==> src/rtl/mult32x32_pkg.sv <==
// Shared types and constants for the 32x32 multiplier sequencer.
package mult32x32_pkg;

  typedef enum logic [1:0] {IDLE, RUN, DONE} state_e;

  localparam int NUM_STEPS   = 8;
  localparam int STEP_W      = 3;
  localparam int A_SEL_W     = 2;
  localparam int SHIFT_SEL_W = 3;

  // Shifter select in units of 8 bits: a byte moves 8 bits, a B half moves 16.
  function automatic logic [SHIFT_SEL_W-1:0] shift_of(input logic [A_SEL_W-1:0] a_sel,
                                                      input logic b_sel);
    return {1'b0, a_sel} + {1'b0, b_sel, 1'b0};
  endfunction

endpackage

==> src/rtl/mult32x32_next_step.sv <==
// Priority finder: lowest eligible step, either from scratch or strictly after cur_i.
module mult32x32_next_step
  import mult32x32_pkg::*;
(
  input  logic [NUM_STEPS-1:0] elig_i,
  input  logic [STEP_W-1:0]    cur_i,
  input  logic                 from_start_i,
  output logic [STEP_W-1:0]    nxt_o,
  output logic                 found_o
);

  // Scan high to low so the lowest qualifying step is the last one written.
  always_comb begin
    nxt_o   = '0;
    found_o = 1'b0;
    for (int k = NUM_STEPS - 1; k >= 0; k--) begin
      if (elig_i[k] && (from_start_i || (k > int'(cur_i)))) begin
        nxt_o   = STEP_W'(k);
        found_o = 1'b1;
      end
    end
  end

endmodule

==> src/rtl/mult32x32_ctrl.sv <==
// Sequencer for the 16x8 partial-product multiplier: clear, up to 8 accumulate steps, done.
module mult32x32_ctrl
  import mult32x32_pkg::*;
#(
  parameter int SKIP_ZERO = 0
) (
  input  logic                   clk,
  input  logic                   reset,
  input  logic                   start,
  input  logic [31:0]            a,
  input  logic [31:0]            b,
  output logic                   busy,
  output logic                   done,
  output logic [A_SEL_W-1:0]     a_sel,
  output logic                   b_sel,
  output logic [SHIFT_SEL_W-1:0] shift_sel,
  output logic                   upd_prod,
  output logic                   clr_prod
);

  state_e              state_q;
  logic [STEP_W-1:0]   step_q;
  logic [STEP_W-1:0]   step_d;
  logic                found;
  logic [NUM_STEPS-1:0] elig;

  // Step k uses A byte k[1:0] and B half k[2]; a zero operand slice makes the step a no-op.
  for (genvar k = 0; k < NUM_STEPS; k++) begin : g_elig
    localparam int AB = k % 4;
    localparam int BH = k / 4;
    assign elig[k] = (SKIP_ZERO == 0) ||
                     ((a[8*AB +: 8] != 8'h00) && (b[16*BH +: 16] != 16'h0000));
  end

  // Outside RUN the search starts from step 0, inside RUN it looks past the current step.
  mult32x32_next_step u_next (
    .elig_i       (elig),
    .cur_i        (step_q),
    .from_start_i (state_q != RUN),
    .nxt_o        (step_d),
    .found_o      (found)
  );

  // State and step register; DONE with start chains straight into a new run.
  always_ff @(posedge clk or posedge reset) begin
    if (reset) begin
      state_q <= IDLE;
      step_q  <= '0;
    end else begin
      case (state_q)
        IDLE, DONE: begin
          if (start) begin
            state_q <= found ? RUN : DONE;
            step_q  <= found ? step_d : '0;
          end else begin
            state_q <= IDLE;
            step_q  <= '0;
          end
        end
        RUN: begin
          state_q <= found ? RUN : DONE;
          step_q  <= found ? step_d : '0;
        end
        default: begin
          state_q <= IDLE;
          step_q  <= '0;
        end
      endcase
    end
  end

  // Datapath controls decoded from state/step; clear is a same-cycle response to start.
  always_comb begin
    busy      = (state_q == RUN);
    done      = (state_q == DONE);
    upd_prod  = (state_q == RUN);
    a_sel     = '0;
    b_sel     = 1'b0;
    shift_sel = '0;
    clr_prod  = (state_q != RUN) && start && !reset;
    if (state_q == RUN) begin
      a_sel     = step_q[A_SEL_W-1:0];
      b_sel     = step_q[STEP_W-1];
      shift_sel = shift_of(step_q[A_SEL_W-1:0], step_q[STEP_W-1]);
    end
  end

endmodule

==> config.mk <==
export PLATFORM = sky130hd
export DESIGN_NAME = mult32x32_ctrl
export DESIGN_NICKNAME = d
export VERILOG_FILES = /design/src/rtl/mult32x32_pkg.sv /design/src/rtl/mult32x32_next_step.sv /design/src/rtl/mult32x32_ctrl.sv
export SDC_FILE = /design/constraint.sdc
export NUM_CORES = 1
export LEC_CHECK = 0
export CAP_MARGIN = 10
export CORE_UTILIZATION = 21
export CTS_BUF_LIST = sky130_fd_sc_hd__clkbuf_16
export DETAILED_ROUTE_END_ITERATION = 6
export PLACE_DENSITY = 0.89
export SKIP_CTS_REPAIR_TIMING = 1
export SLEW_MARGIN = 20
export SYNTH_ARGS = -nofsm -noshare
export SYNTH_HDL_FRONTEND = slang
export SYNTH_SLANG_ARGS = --single-unit
==> constraint.sdc <==
create_clock -name clk -period 2.38 [get_ports clk]
set_input_delay 0.238 -clock clk [delete_from_list [all_inputs] [get_ports clk]]
set_output_delay 0.238 -clock clk [all_outputs]
set_load 0.005 [all_outputs]
# [Word level (Yosys, flattened, before mapping)]
# Cells that the tools add are included.
[word_totals] romBits=0 latchBits=0 ramBits=0 register_bits=5 n_memories=0 input_bits=67
[classes] div=0 n_eq_ne=3 n_mul=0 n_shift=0 muxes=25 n_lt_le_gt_ge=7 bitwise_logic=0 reduce_logical=12 addsub=1
[ops] operator="$mux 3" n=11
[ops] operator="$gt 3x3->1 const A" n=4
[ops] operator="$mux 1" n=9
[ops] operator="$logic_or 1x1->1" n=7
[ops] operator="$gt 2x3->1 const A" n=2
[ops] operator="$mux 2" n=3
[ops] operator="$pmux 3 s2" n=1
[ops] operator="$pmux 2 s2" n=1
[ops] operator="$add 2x2->3" n=1
[ops] operator="$gt 1x3->1 const A" n=1
[ops] operator="$eq 2x1->1 const B" n=1
[ops] operator="$eq 2x2->1 const B" n=1
[ops] operator="$logic_and 1x1->1" n=2
[ops] operator="$logic_not 2->1" n=1
[ops] operator="$ne 2x1->1 const B" n=1
[ops] operator="$reduce_or 2->1" n=1
[ops] operator="$logic_not 1->1" n=1

# [Logic depth before layout (Yosys ltp)]
[depth] word_depth=13 mapped_depth=6 mapped_depth_nobuf=6

# [Hierarchy]
# Synthesis repeated with hierarchy kept, for this count alone.
[unflattened] cells_unflattened=66 area_unflattened_um2=518.0
[by_module_without_submodules] module="mult32x32_ctrl" seq_area_each_um2=125.1 n_inst=1 area_each_um2=267.8 cells_per_inst=28
[by_module_without_submodules] module="mult32x32_next_step" seq_area_each_um2=0.0 n_inst=1 area_each_um2=250.2 cells_per_inst=38

# [Worst setup path after synthesis]
# No wires, ideal clock.
[synth_path] path_type="register to register" startpoint="register step_q[1]" endpoint="register step_q[0]" synth_period_minus_slack_ns=1.530 t_arrival_ns=1.398 setup_ns=0.132 stages_incl_launch_ff=6 required_ns=2.248 slack_ns=0.850 n_path_buf=0 cell_sequence="dfrtp_1 > ha_1 > nand2_1 > or4_4 > nor4_4 > a211oi_1"
[synth_between] elab_chain_len=13 elab_cells_between_ends=33 classes_between="order compare (7); mux (19); reduce/logical (7)"
[synth_lines] element="start, declared" line="mult32x32_ctrl.sv:22" rtl="logic [STEP_W-1:0] step_q;"
[synth_lines] element="start signal, assigned" line="mult32x32_ctrl.sv:54" rtl="step_q <= found ? step_d : '0;"
[synth_lines] element="start signal, assigned" line="mult32x32_ctrl.sv:62" rtl="step_q <= found ? step_d : '0;"
[synth_lines] element="$gt 3x3->1" line="mult32x32_next_step.sv:17" rtl="if (elig_i[k] && (from_start_i || (k > int'(cur_i)))) begin"
[synth_lines] element="$logic_or 1x1->1" line="mult32x32_next_step.sv:17"
[synth_lines] element="$mux 3 / $mux 1 (equally long branches) (8 in series)" line="mult32x32_next_step.sv:17"
[synth_lines] element="$mux 3 *" line="mult32x32_ctrl.sv:54, mult32x32_ctrl.sv:62"
[synth_lines] element="$mux 3" line="mult32x32_ctrl.sv:52" rtl="if (start) begin"
[synth_lines] element="$pmux 3 s2 *" line="mult32x32_ctrl.sv:50" rtl="case (state_q)"
# Every way passes the cells marked *; elsewhere a longest branch is shown, timed or not.

# [Worst setup path after layout]
[layout_path] startpoint="register step_q[1]" endpoint="output shift_sel[1]"
[layout_between] elab_chain_len=2
[layout_lines] element="$add 2x2->3" line="mult32x32_pkg.sv:14" rtl="return {1'b0, a_sel} + {1'b0, b_sel, 1'b0};"
[layout_lines] element="$mux 3" line="mult32x32_ctrl.sv:81" rtl="if (state_q == RUN) begin"
[layout_lines] element="end, declared" line="mult32x32_ctrl.sv:16" rtl="output logic [SHIFT_SEL_W-1:0] shift_sel,"
# Every way passes these cells.

==> out/metrics.cfg <==
[status]
status=complete, no violations

[synth]
ys_warn_count=0
synth_cell_types=25
synth_seq_cells=5
avgSynthCellArea_um2=9.15
netlist_area_um2=412
synthCells=45
syn-num-nets=116
ys_seq_area_share_pct=30.4

[critical_path]
start_kind=register
crit_fanout=7
crit_path_end_kind=output port
worstSetupPathType=register to output port
path_depth=4
cp.required_ns=2.14
arrival_ns=1.74
path_cells=inv_1 > ha_1 > and2_1 > clkdlybuf4s50_1
crit_slowest_cell=clkdlybuf4s50_1
ff2ff_path_depth=5
cp_num_buf_inv=2
max_stage_delay_ns=0.49
cp_top_family=buffers and inverters

[routing]
avgViaCountPerCell=4.28
drc=0
final_antenna_net_count=0
wire_per_inst_um=9.88
firstDrtPassIters=4
via_count=355
drt_iter0_drc=3
routed_wl_um=820

[cts]
clk_latency_ns=0.23
numCtsBuffers=3
clock_sinks=5
cts.clk_slew.worst_paths_ns=0.03
cts_max_level=1
cts_root_buffer=clkbuf_16
cts.path.max_buffers=2
cts_tree=yes

[worst_hold_path]
hp-class=input pin to async pin

[floorplan]
rows=15
ios=77
dieWidth_um=46.3
coreArea_um2=1780
die-area_um2=2140
die_h_um=46.3
start_util_pct=23.1

[power_and_ir_drop]
power_leakage_nw=0.254
irDropWorstVdd_mv=0.319
power_density_nw_per_um2=1470

[layout]
finalNonFillerCells=83
nets=130
final_layout_size_suffix_gt1_share_pct=17.2
syn_to_final_growth_pct=49.5
num_antenna_cells=0

[placement]
port_buffers=12
place_hpwl_um=650
placed_cells=79
place.gp.congestion=0.724

[sta]
tightest_slew_ns=0.314
finalSetupTns_ns=0
rsz0062_at_grt=no
fin_worst_skew_ns=0.000726
setup-violations-final=0
drv_slew=0
final_hold_viol_count=0
min_period_over_period_pct=83.1
fmax_ghz=0.505
period_needed_ns=1.98
slew_headroom_pct=78.8

[run]
cap_violations=0

[global_routing]
antenna_found_initial=0
grt_use_total_pct=9.02
grt_pass1_vias=310
grt_max_degree=12
grt_pass1_wl_um=1280
overflow=0

## kinds of logic (layout without fill, tap and decap cells)
kind of cell	Yosys count	in the layout	synth area share, %
flops	5	5	30.4
compound gates	8	8	11.6
xor+xnor	1	1	2.13
simple gates	19	19	32.8
buf+inv	8	21	10.9
fa+ha+maj	4	4	12.2
## where the power goes
group | internal (mW) | switching, mW
clock | 0.217 | 0.0521
sequential | 0.119 | 0.0470
combinational | 0.261 | 0.209
total | 0.598 | 0.308
## flip-flops by register name (all words and copies together), names as in the netlist
signal   flops
step_q       3
state_q      2
## layout by cell type (no fill, tap or decap), drive strengths merged
cell type,count
nand2,2
nor2b,1
a221oi,1
nor4,2
o21ai,2
ha,4
nand2b,2
nor4b,1
a31oi,1
or2b,1
dfrtp,5
a211oi,1
xnor2,1
inv,6
and3,1
nor2,5
and2,3
or4,1
a21oi,3
clkbuf,3
clkdlybuf4s50,12
## final timing paths
check                               end  slack (ns)        from
min in group clk             state_q[0]        0.61       start
setup reg to reg              step_q[0]        0.69   step_q[1]
hold reg to reg              state_q[0]        0.62  state_q[0]
setup / recovery           shift_sel[1]        0.40   step_q[1]
max in group asynchronous     step_q[1]        1.98       reset
hold / removal               state_q[1]        0.22       reset
## cell usage after synthesis
master	number	area share, %
buf_6	1	2.7
nor2_1	5	4.6
a221oi_1	1	2.1
or4_4	1	2.7
and2_2	1	1.8
nor4_4	1	5.2
nor2b_1	1	1.5
and2_1	2	3.0
nand2_1	2	1.8
a211oi_1	1	1.8
a31oi_1	1	1.5
nor4b_1	1	2.1
a21oi_1	3	3.6
buf_4	2	3.6
xnor2_1	1	2.1
and3_1	1	1.5
o21ai_0	2	2.4
nand2b_1	1	1.5
nor4_1	1	1.5
or2b_2	1	2.1
inv_2	2	1.8
dfrtp_1	5	30
nand2b_4	1	3.3
inv_1	3	2.7
ha_1	4	12
## per-stage QoR
step	power (mW)	utilization (%)	hold slack, ns	area [µm²]	setup WS, ns
2_1_floorplan	0.463	-	0.0218	412	0.850
3_3_place_gp	0.617	30.1	0.458	537	0.666
3_5_place_dp	0.639	30.1	0.460	537	0.653
4_1_cts	0.915	34.5	0.225	616	0.410
5_1_grt	0.972	34.5	0.259	616	0.323
6_report	0.906	34.5	0.220	616	0.401
## metal layers
layer  GRT usage, %  wire length, µm  vias up
met1           9.15              354      161
li1               -                -      178
met5              0                0        -
met3           5.49               56        2
met2           14.9              395       14
met4           3.53               14        0
## final cells by class
class,count,area (µm²)
inverters,5,18.8
fillers,189,1170
multi-input cells,32,241
flip-flops and latches,5,125
clock buffers,3,75.1
well taps,25,31.3
repair buffers,12,120
clock inverters,1,3.75
Note: power is estimated with default switching activity, not from simulation.
